### src/rtl/clkdiv_pkg.sv
// Shared definitions for the clock divider bank.
//
// Holds the default divisor width, the channel-count limit and the per-channel
// state record. The record is sized to DIV_W_MAX so a single type serves every
// DIV_W instantiation; channels keep the bits above DIV_W at zero.
package clkdiv_pkg;

    localparam int unsigned DIV_W_DEF  = 27;
    localparam int unsigned NUM_CH_MAX = 16;
    localparam int unsigned DIV_W_MAX  = 32;

    typedef logic [DIV_W_MAX-1:0] div_word_t;

    typedef struct packed {
        div_word_t cnt;  // position within the current period
        div_word_t act;  // divisor in force for the current period
        div_word_t shd;  // divisor waiting to take effect at the next wrap
    } ch_state_t;

    // Mask selecting the low w bits of a div_word_t.
    function automatic div_word_t div_mask(input int unsigned w);
        if (w >= DIV_W_MAX) begin
            return '1;
        end
        return (div_word_t'(1) << w) - div_word_t'(1);
    endfunction

endpackage

### src/rtl/clkdiv_channel.sv
// One divider channel: counter, active divisor and shadow divisor.
//
// Ports:
//   clk_in   - clock
//   rst      - asynchronous active-low reset (already synchronised on release)
//   en       - count enable; while low the count and square wave hold
//   clr      - synchronous restart; beats en, wrap and div_load
//   div_load - strobe capturing div_val into the shadow divisor
//   div_val  - divisor to capture
//   tick     - registered one-cycle pulse per period
//   sq       - square wave, toggles on every wrap
module clkdiv_channel
    import clkdiv_pkg::*;
#(
    parameter int unsigned      DIV_W   = DIV_W_DEF,
    parameter logic [DIV_W-1:0] RST_DIV = {DIV_W{1'b1}}
) (
    input  logic             clk_in,
    input  logic             rst,
    input  logic             en,
    input  logic             clr,
    input  logic             div_load,
    input  logic [DIV_W-1:0] div_val,
    output logic             tick,
    output logic             sq
);

    localparam div_word_t CNT_MASK = div_mask(DIV_W);
    localparam div_word_t RST_WORD = div_word_t'(RST_DIV);

    ch_state_t st_q, st_d;
    logic      tick_q, tick_d;
    logic      sq_q, sq_d;
    div_word_t shd_nx;

    always_comb begin
        // A load in the same cycle as a divisor copy is forwarded, so a
        // coinciding wrap or clear picks up the new value immediately.
        shd_nx   = div_load ? div_word_t'(div_val) : st_q.shd;
        st_d     = st_q;
        st_d.shd = shd_nx;
        tick_d   = 1'b0;
        sq_d     = sq_q;
        if (clr) begin
            st_d.cnt = '0;
            st_d.act = shd_nx;
            sq_d     = 1'b0;
        end else if (!en) begin
            // Idle channel: nothing to truncate, so adopt the new divisor now.
            st_d.act = shd_nx;
        end else if (st_q.cnt == st_q.act) begin
            st_d.cnt = '0;
            st_d.act = shd_nx;
            tick_d   = 1'b1;
            sq_d     = ~sq_q;
        end else begin
            st_d.cnt = (st_q.cnt + div_word_t'(1)) & CNT_MASK;
        end
    end

    always_ff @(posedge clk_in or negedge rst) begin
        if (!rst) begin
            st_q.cnt <= '0;
            st_q.act <= RST_WORD;
            st_q.shd <= RST_WORD;
            tick_q   <= 1'b0;
            sq_q     <= 1'b0;
        end else begin
            st_q   <= st_d;
            tick_q <= tick_d;
            sq_q   <= sq_d;
        end
    end

    assign tick = tick_q;
    assign sq   = sq_q;

endmodule

### src/rtl/clock_divider_bank.sv
// Bank of NUM_CH independent programmable clock-enable dividers.
//
// Each channel produces a one-cycle tick every act+1 cycles and a 50% square
// wave of period 2*(act+1). New divisors are shadowed and only take effect at
// a period boundary, when the channel is idle, or on sync_clr.
//
// Ports:
//   clk_in     - sole clock
//   rst        - asynchronous active-low reset; release synchronised (2 flops)
//   ch_en      - per-channel count enable
//   div_val    - per-channel divisor, channel i at [i*DIV_W +: DIV_W]
//   div_load   - per-channel strobe capturing div_val into the shadow divisor
//   sync_clr   - synchronous restart of every channel
//   tick       - per-channel period pulse
//   sq         - per-channel square wave
//   blink_mask - (CLKDIV_BLINK_EN) selects sq[i] & sq[NUM_CH-1] for blink[i]
//   blink      - (CLKDIV_BLINK_EN) registered blink output
//
// Build option: define CLKDIV_BLINK_EN to add blink_mask/blink.
module clock_divider_bank
    import clkdiv_pkg::*;
#(
    parameter int unsigned      NUM_CH  = 4,
    parameter int unsigned      DIV_W   = DIV_W_DEF,
    parameter logic [DIV_W-1:0] RST_DIV = {DIV_W{1'b1}}
) (
    input  logic                    clk_in,
    input  logic                    rst,
    input  logic [NUM_CH-1:0]       ch_en,
    input  logic [NUM_CH*DIV_W-1:0] div_val,
    input  logic [NUM_CH-1:0]       div_load,
    input  logic                    sync_clr,
`ifdef CLKDIV_BLINK_EN
    input  logic [NUM_CH-1:0]       blink_mask,
    output logic [NUM_CH-1:0]       blink,
`endif
    output logic [NUM_CH-1:0]       tick,
    output logic [NUM_CH-1:0]       sq
);

    // Reset asserts asynchronously through both stages and releases two edges
    // later, so channels leave reset cleanly aligned to clk_in.
    logic rst_meta_q, rst_sync_q;

    always_ff @(posedge clk_in or negedge rst) begin
        if (!rst) begin
            rst_meta_q <= 1'b0;
            rst_sync_q <= 1'b0;
        end else begin
            rst_meta_q <= 1'b1;
            rst_sync_q <= rst_meta_q;
        end
    end

    for (genvar i = 0; i < NUM_CH; i++) begin : g_ch
        clkdiv_channel #(
            .DIV_W   (DIV_W),
            .RST_DIV (RST_DIV)
        ) u_ch (
            .clk_in   (clk_in),
            .rst      (rst_sync_q),
            .en       (ch_en[i]),
            .clr      (sync_clr),
            .div_load (div_load[i]),
            .div_val  (div_val[i*DIV_W +: DIV_W]),
            .tick     (tick[i]),
            .sq       (sq[i])
        );
    end

`ifdef CLKDIV_BLINK_EN
    logic [NUM_CH-1:0] blink_q;

    // Masked channels blink only while the last channel's square wave is high.
    always_ff @(posedge clk_in or negedge rst_sync_q) begin
        if (!rst_sync_q) begin
            blink_q <= '0;
        end else begin
            blink_q <= (sq & ~blink_mask) | (sq & blink_mask & {NUM_CH{sq[NUM_CH-1]}});
        end
    end

    assign blink = blink_q;
`endif

endmodule

### config.mk
export PLATFORM = sky130hd
export DESIGN_NAME = clock_divider_bank
export DESIGN_NICKNAME = d
export VERILOG_FILES = /design/src/rtl/clkdiv_pkg.sv /design/src/rtl/clkdiv_channel.sv /design/src/rtl/clock_divider_bank.sv
export SDC_FILE = /design/constraint.sdc
export NUM_CORES = 1
export LEC_CHECK = 0
export ABC_AREA = 1
export CORE_AREA = 2 2 180 182
export CTS_CLUSTER_DIAMETER = 120
export DETAILED_ROUTE_END_ITERATION = 10
export DIE_AREA = 0 0 182 184
export GPL_TIMING_DRIVEN = 0
export HOLD_SLACK_MARGIN = 0.05
export PLACE_DENSITY_LB_ADDON = 0.2
export REMOVE_ABC_BUFFERS = 1
export SYNTH_ARGS = -nofsm -noshare
export SYNTH_HDL_FRONTEND = slang
export SYNTH_SLANG_ARGS = --single-unit
### constraint.sdc
create_clock -name clk_in -period 13.8 [get_ports clk_in]
set_clock_uncertainty 0.1 [all_clocks]
set_input_delay 3.45 -clock clk_in [delete_from_list [all_inputs] [get_ports clk_in]]
set_output_delay 3.45 -clock clk_in [all_outputs]
set_load 0.005 [all_outputs]
* Word-level counts from Yosys, hierarchy flattened
Cells that the tools add are included.
Storage, ports and cells: register bits 394, input port bits 119, output and inout bits 8, word-level logic and storage cells 98
Operators by class: add/subtract/negate cells 4, equal/unequal tests 8, muxes and demuxes 48, bitwise operators 4, reduce and logical (&&, ||, !) cells 12
Operators with widths (number):
- $mux 32 | 16
- $mux 64 | 4
- $eq 32x32->1 | 4
- $add 27x1->27 const B | 4
- $mux 27 | 4
- $mux 1 | 24
- $reduce_bool 2->1 | 8
- $ne 3x1->1 const B | 4
- $reduce_and 2->1 | 4
- $not 1->1 | 4

* Longest topological paths before layout
Gate-level depths: netlist (run 1).
depth after elaboration 4, mapped depth 15, mapped depth without buffers 13

* Modules after synthesis
A second synthesis (run 1) with hierarchy kept.
Unflattened totals: cell total of the unflattened synthesis 2193, area total of the unflattened synthesis 18769.3 µm²
By module, submodules not included:
- clkdiv_channel (g_ch[1].u_ch ...) | instances 3, cells an instance 547, area each 4687.0 µm²
- clkdiv_channel (g_ch[0].u_ch) | instances 1, cells an instance 549, area each 4654.5 µm²
- clock_divider_bank | instances 1, cells an instance 3, area each 53.8 µm²

* Worst setup path before layout (run 1)
No wires, ideal clock.
kind input port to flip-flop, start point input port sync_clr, end point register g_ch[2].u_ch.st_q[59] (netlist bit), arrival time 4.479 ns, slack 9.103 ns, stages 7, cells stage by stage clkbuf_1 > nor2_1 > nand2_4 > buf_6 > buf_6 > nand2_1 > o21ai_2
Between the ends: longest elaborated chain between the ends 1
RTL lines:
- from (decl) | RTL line clock_divider_bank.sv:32 | input logic sync_clr,
- $ne 3x1->1 (no line) / $mux 64 (equally long branches)
- to (signal assigned) | RTL line clkdiv_channel.sv:69 | st_q <= st_d;
- to (decl) | RTL line clkdiv_channel.sv:31 | ch_state_t st_q, st_d;
Several ways; a longest one is shown, not always the timed one. A chain may end at the register's enable or synchronous reset.

* Final worst setup path (run 1)
start point input port sync_clr, end point register g_ch[0].u_ch.st_q[49] (netlist bit)
Between the ends: longest elaborated chain between the ends 1
RTL lines (RTL line):
- $ne 3x1->1 (no line) / $mux 64 (equally long branches)
- to (signal assigned) | clkdiv_channel.sv:69
- to (decl) | clkdiv_channel.sv:31
Several ways; a longest one is shown, not always the timed one.

==> results of run 1 <==
==> power breakdown <==
part | total [mW] | switching, mW | internal [mW]
Sequential | 1.26 | 0.0395 | 1.22
Clock | 1.04 | 0.422 | 0.621
Combinational | 0.256 | 0.140 | 0.116
Total | 2.56 | 0.602 | 1.96
==> through the flow <==
step	util, %	instance area (um^2)	setup slack [ns]
floorplan	-	18120	2.882
global placement	63.34	19890	-1.339
detailed placement	63.95	20080	6.573
CTS	68.07	21370	7.081
global route	68.09	21380	7.302
finish	68.09	21380	7.610
==> worst max path at each step <==
stage,start,to,depth (start not counted)
3_5_place_dp,sync_clr,g_ch[0].u_ch.st_q[56]$_DFFE_PN1P_,4
4_1_cts,sync_clr,g_ch[0].u_ch.st_q[49]$_DFFE_PN1P_,4
6_report,sync_clr,g_ch[0].u_ch.st_q[49]$_DFFE_PN1P_,4
3_3_place_gp,rst_sync_q$_DFF_PN0_,g_ch[0].u_ch.st_q[70]$_DFFE_PN0P_,0
5_1_grt,sync_clr,g_ch[0].u_ch.st_q[77]$_DFFE_PN0P_,4
2_1_floorplan,rst_sync_q$_DFF_PN0_,g_ch[0].u_ch.sq$_DFFE_PN0P_,0
==> sequential cells by signal, indices dropped and copies added, names as in the netlist <==
| signal | count |
|---|---|
| g_ch.u_ch.tick | 4 |
| g_ch.u_ch.sq | 4 |
| rst_sync_q | 1 |
| g_ch.u_ch.st_q | 364 |
| rst_meta_q | 1 |
==> metal layers <==
metal	global-route usage, %	vias to the layer above	part of all wire, %
met5	0	-	0
met4	6.645	0	2.4
met3	3.229	58	4.0
met2	41.07	266	48
met1	33.09	6637	46
li1	-	6944	-
==> critical path, stage by stage <==
cell and delay [ns]:
clkdlybuf4s50_1 0.73, nor2_2 0.86, nand2_2 0.91, o21ai_0 0.49
==> final cells by class <==
type	count	share of cell area, %
antenna	1	0.01171
clock inverter	6	0.1522
multi-input combinational	1451	35.39
sequential	374	45.06
clock buffer	66	5.894
tap	402	2.353
timing repair buffer	135	6.731
inverter	251	4.407
==> cell families (layout without fill, tap and decap cells) <==
| logic type | Yosys count | count (layout) |
|---|---|---|
| other | 1 | 2 |
| AO/OA/AOI/OAI | 197 | 197 |
| flip-flops | 374 | 374 |
| AND/OR/NAND/NOR | 1025 | 1025 |
| buffers and inverters | 344 | 458 |
| multiplexers | 108 | 108 |
| XOR/XNOR | 116 | 116 |
| adder cells (fa/ha/maj) | 4 | 4 |
==> placed cells by master, fill, tap and decap left out, types with 19 or more instances in the layout <==
master,netlist,final
clkbuf_16,0,41
clkdlybuf4s50_1,0,122
dfrtp_1,158,157
dfstp_2,216,216
inv_1,236,236
mux2_2,108,108
nand2_1,683,683
nand3_1,108,108
nand4_1,34,34
nor2_1,150,144
nor2_2,13,19
nor3_1,24,24
o21ai_0,141,141
o21ai_1,32,32
o21ai_2,21,21
xnor2_1,42,42
xor2_1,74,74
==> qor.yml, run 1 <==
io_pins: 127
cp_data_arrival_time_ns: 6.49
grtUsageTotal_pct: 24.26
yosysTopAreaCell: "dfstp_2"
synth_area_um2: 18660
htree_levels: 2
routed_wl_um: 39230
dr.pass1.iters: 5
period_needed_ns: 6.190
finalHoldViolCount: 0
dp_hpwl_um: 26550
die_y_um: 184
crit_type: "in -> reg"
hold_buffers: 0
dp_cells: 2613
drv_cap: 0
p_leak_nw: 9.339
fmax_ghz: 0.1616
yosys.area_share.adder_pct: 0.2682
synthMuxAreaShare_pct: 6.518
port_buffers: 126
ff2ff_path_depth: 11
dr.first_iter.drc_count: 1002
start_kind: "primary input"
min_from: "rst_meta_q$_DFF_PN0_"
ff2ff_setup_slack_ns: 10.44
synth_ff_type: "dfstp_2"
hold_slack_ns: 0.2595
cts_buffers: 40
status: "finished clean"
power_mw: 2.561
overflow: 0
regArea_um2: 9633
ir_drop_mv: 0.08783
tightest_slew_ns: 1.344
power_per_cell_area_nw_per_um2: 119.8
post_drt_wl_per_cell_um: 14.60
route.detailed.drc: 0
cts_tree: "done"
synthArstFlopShare_pct: 100.0
r2r_end: "g_ch[0].u_ch.st_q[67]$_DFFE_PN0P_"
die_w_um: 182
hold_end: "rst_sync_q$_DFF_PN0_"
fin_cells: 2686
cts_setup_buffers: 0
ys_seq_area_share_pct: 51.61
final.period_utilization_pct: 44.85
max_slew_margin_pct: 10.05
r2r-start: "g_ch[0].u_ch.st_q[85]$_DFFE_PN0P_"
syn_area_per_cell_um2: 8.602
num_vias: 13910
clockRootBuffer: "clkbuf_16"
antenna_found_initial: 1
synth_top_cells_by_area: "dfstp_2 30%, dfrtp_1 21%, nand2_1 14%"
grt_pass1_vias: 13960
ys_ff_latch: 374
grt_max_degree: 79
clk_pin_slew_ns: 0.06
core_um2: 31390
synth_cell_type_count: 35
rows: 65
slew_violations: 0
drive_gt1_share_pct: 20.28
synth_top_family_by_area: "simple AND/OR/NAND/NOR gates"
n_fill_cell: 2598
ys_top_cells_by_count: "683 x nand2_1, 236 x inv_1, 216 x dfstp_2, 158 x dfrtp_1, 150 x nor2_1"
synth-edff-count: 0
tns_ns: 0
cp-end-kind: "flop"
area_growth_syn_to_layout_pct: 14.57
clock_latency_ns: 0.52
cts_sinks: 374
rsz0062_at_grt: "no"
setup_viol: 0
finalNetCount: 2376
syn_inst: 2169
cp_max_fo: 73
die_area_um2: 33490
synth-simple-area-share_pct: 22.48
synth.most_common_cell: "nand2_1"
synth_top_area_share_pct: 30.42
ys_warn_count: 0
gp_congestion: 0.8843
cp_data_required_time_ns: 14.10
clock_path_buffers: 3
synth-compound-area-share_pct: 5.734
initial_utilization_pct: 59.43
cts_resized: 0
synth_xor_area_share_pct: 5.445
multi_input_area_um2: 7565
hold-path-cell-count: 0
grt_pass1_wl_um: 67330
viasPerCell: 5.177
hold_path_class: "reg -> reg"
antenna_left: 0
Power figures use the tool's default switching activity.
==> run 2: changes to the inputs <==
Settings changed: CORE_AREA 2 2 180 182 to 2 2 189 191, DIE_AREA 0 0 182 184 to 0 0 191 193.
Clock period 13.8 ns to 5 ns, I/O delays scaled along.
==> run 2 against run 1 <==
Compared with the run above: routed wire length fell by 1.8%; register-to-register slack got worse by 8.8 ns; worst hold slack lost 0.085 ns; final cell count increased by 2.3%; first-iteration DRC count fell by 36%; sequential share of layout area shrank 0.37 points; combinational power rose to 2.8 times the previous value.
==> qor.yml, run 2 (synthesis results as in run 1) <==
final_common_cell: "nand2_1"
num_vias: 13840  # -0.46%
viasPerCell: 5.037  # -2.7%
p_int_mw: 5.562  # +180%
overflow: 0  # unchanged
io_pins: 127  # unchanged
combPwrFrac_pct: 9.7  # -0.3 points
design_area_um2: 21550  # +0.83%
switchingPower_mw: 1.684  # +180%
post_drt_wl_per_cell_um: 14.02  # -4.0%
cts_sinks: 374  # unchanged
cp_data_required_time_ns: 5.31  # -8.79 ns
endpoint: "g_ch[0].u_ch.st_q[37]$_DFFE_PN1P_"
pwr-share-seq_pct: 48.0  # -1.3 points
finalHoldViolCount: 0  # unchanged
area_growth_syn_to_layout_pct: 15.52
drive_gt1_share_pct: 20.42  # +0.14 points
max_slew_margin_pct: 11.51  # +1.5 points
htree_levels: 2  # unchanged
final_cell_mix: "683 x nand2_1, 236 x inv_1, 216 x dfstp_2"
ff2ff_path_depth: 8  # -3
p_leak_nw: 9.394  # +0.60%
cp_max_fo: 73  # unchanged
r2r_end: "g_ch[0].u_ch.st_q[37]$_DFFE_PN1P_"
drv_cap: 0  # unchanged
cts_setup_buffers: 0  # unchanged
dr.pass1.iters: 7  # +2
hold_path_class: "reg -> async"
p_sw_share_pct: 23.24  # -0.25 points
r2r-start: "g_ch[0].u_ch.st_q[83]$_DFFE_PN0P_"
rows: 69  # +6.2%
core_um2: 34960  # +11%
routed_wl_um: 38540  # -1.8%
die_w_um: 191  # +4.9%
grtUsageTotal_pct: 22.02  # -2.2 points
start_kind: "primary input"
grt_max_degree: 79  # unchanged
final.period_utilization_pct: 79.62
cp_data_arrival_time_ns: 4.29  # -2.20 ns
cp-end-kind: "flop"
clkPwrFrac_pct: 42.3  # +1.6 points
hold_buffers: 0  # unchanged
clockRootBuffer: "clkbuf_16"
slew_violations: 0  # unchanged
grt_pass1_wl_um: 66700  # -0.94%
dp_hpwl_um: 26240  # -1.2%
route.detailed.drc: 0  # unchanged
die_area_um2: 36860  # +10%
gp_congestion: 0.8900  # +0.64%
port_buffers: 126  # unchanged
clock_latency_ns: 0.54  # +0.02 ns
ir_drop_mv: 0.2791  # +220%
rsz0062_at_grt: "no"
cts_resized: 0  # unchanged
cts_buffers: 41  # +2.5%
initial_utilization_pct: 53.36  # -6.1 points
antenna_left: 0  # unchanged
dr.first_iter.drc_count: 645  # -36%
crit_path_start: "sync_clr"
power_per_cell_area_nw_per_um2: 336.2  # +180%
largest_register_ffs: 364  # unchanged
die_y_um: 193  # +4.9%
tightest_slew_ns: 1.322  # -0.02186 ns
fmax_ghz: 0.2512
grt_pass1_vias: 13610  # -2.5%
postPlaceCellArea_um2: 20160  # +0.43%
period_needed_ns: 3.981
clk_pin_slew_ns: 0.06  # about the same
ff2ff_setup_slack_ns: 1.63  # -8.81 ns
antenna_found_initial: 1  # unchanged
cts_tree: "done"
crit_type: "in -> reg"
diodes: 0  # -1
finalNetCount: 2377  # +0.042%
final_core_util_pct: 61.64  # -6.5 points
setup_viol: 0  # unchanged
status: "finished clean"
max_flop_register: "g_ch.u_ch.st_q"
clock_path_buffers: 3  # unchanged
[run 2: changes by cell type in the layout (fill, tap and decap cells not counted), sizes merged]
cell,before,now
clkinvlp,1,0
clkbuf,66,63
clkinv,5,9
bufinv,0,3
diode,1,0
inv,251,252
[run 2: metal layers]
layer | vias up | wire length [um] | track usage (%) | part of all wire (%)
met5 | - | 16 | 0 | 0.042
met4 | 2 | 756 | 5.963 | 2.0
met3 | 54 | 1669 | 3.457 | 4.3
met2 | 236 | 18040 | 35.83 | 47
met1 | 6613 | 18060 | 30.85 | 47
li1 | 6936 | - | - | -
[run 2: cell type report]
type,instances,area (um^2)
Fill cell,3084,13410
Sequential cell,374,9633
Multi-Input combinational cell,1451,7565
Timing Repair Buffer,135,1451
Clock buffer,63,1241
Inverter,251,942.2
Tap cell,461,576.8
Clock inverter,13,143.9
[run 2: worst min-delay path by stage]
stage / start / end / slack, ns
finish: rst_sync_q$_DFF_PN0_ / g_ch[3].u_ch.st_q[76]$_DFFE_PN0P_ / 0.17
CTS: rst_sync_q$_DFF_PN0_ / g_ch[3].u_ch.st_q[76]$_DFFE_PN0P_ / 0.19
global route: rst_sync_q$_DFF_PN0_ / g_ch[3].u_ch.st_q[76]$_DFFE_PN0P_ / 0.21
detailed placement: rst_sync_q$_DFF_PN0_ / g_ch[3].u_ch.st_q[74]$_DFFE_PN0P_ / 0.19
floorplan: rst_meta_q$_DFF_PN0_ / rst_sync_q$_DFF_PN0_ / 0.23
global placement: rst_meta_q$_DFF_PN0_ / rst_sync_q$_DFF_PN0_ / 0.24
[run 2: metrics by stage]
| stage | power, mW | worst slack (ns) | hold slack, ns | TNS, ns | std cells |
|---|---|---|---|---|---|
| 5_1_grt | 7.599 | 0.7081 | 0.2059 | 0 | 2748 |
| 2_1_floorplan | 3.953 | -5.918 | 0.2312 | -1545.28 | 2076 |
| 6_report | 7.246 | 1.019 | 0.1748 | 0 | 2748 |
| 4_1_cts | 7.348 | 0.3677 | 0.1863 | 0 | 2748 |
| 3_3_place_gp | 4.199 | -10.21 | 0.2359 | -2857.94 | 2663 |
| 3_5_place_dp | 4.237 | -0.1416 | 0.1856 | -0.6898 | 2672 |
[run 2: worst max-delay path, cell delays in order]
cell	delay (ns)
clkdlybuf4s50_1	0.75
nor2_2	0.83
nand2_2	0.89
o21ai_0	0.53
[run 2: power groups by stage]
stage | registers (mW) | clock network, mW | logic [mW]
3_3_place_gp | 3.57 | 0 | 0.631
3_5_place_dp | 3.52 | 0 | 0.715
6_report | 3.48 | 3.07 | 0.705
2_1_floorplan | 3.53 | 0 | 0.425
5_1_grt | 3.50 | 3.29 | 0.808
4_1_cts | 3.48 | 3.15 | 0.720
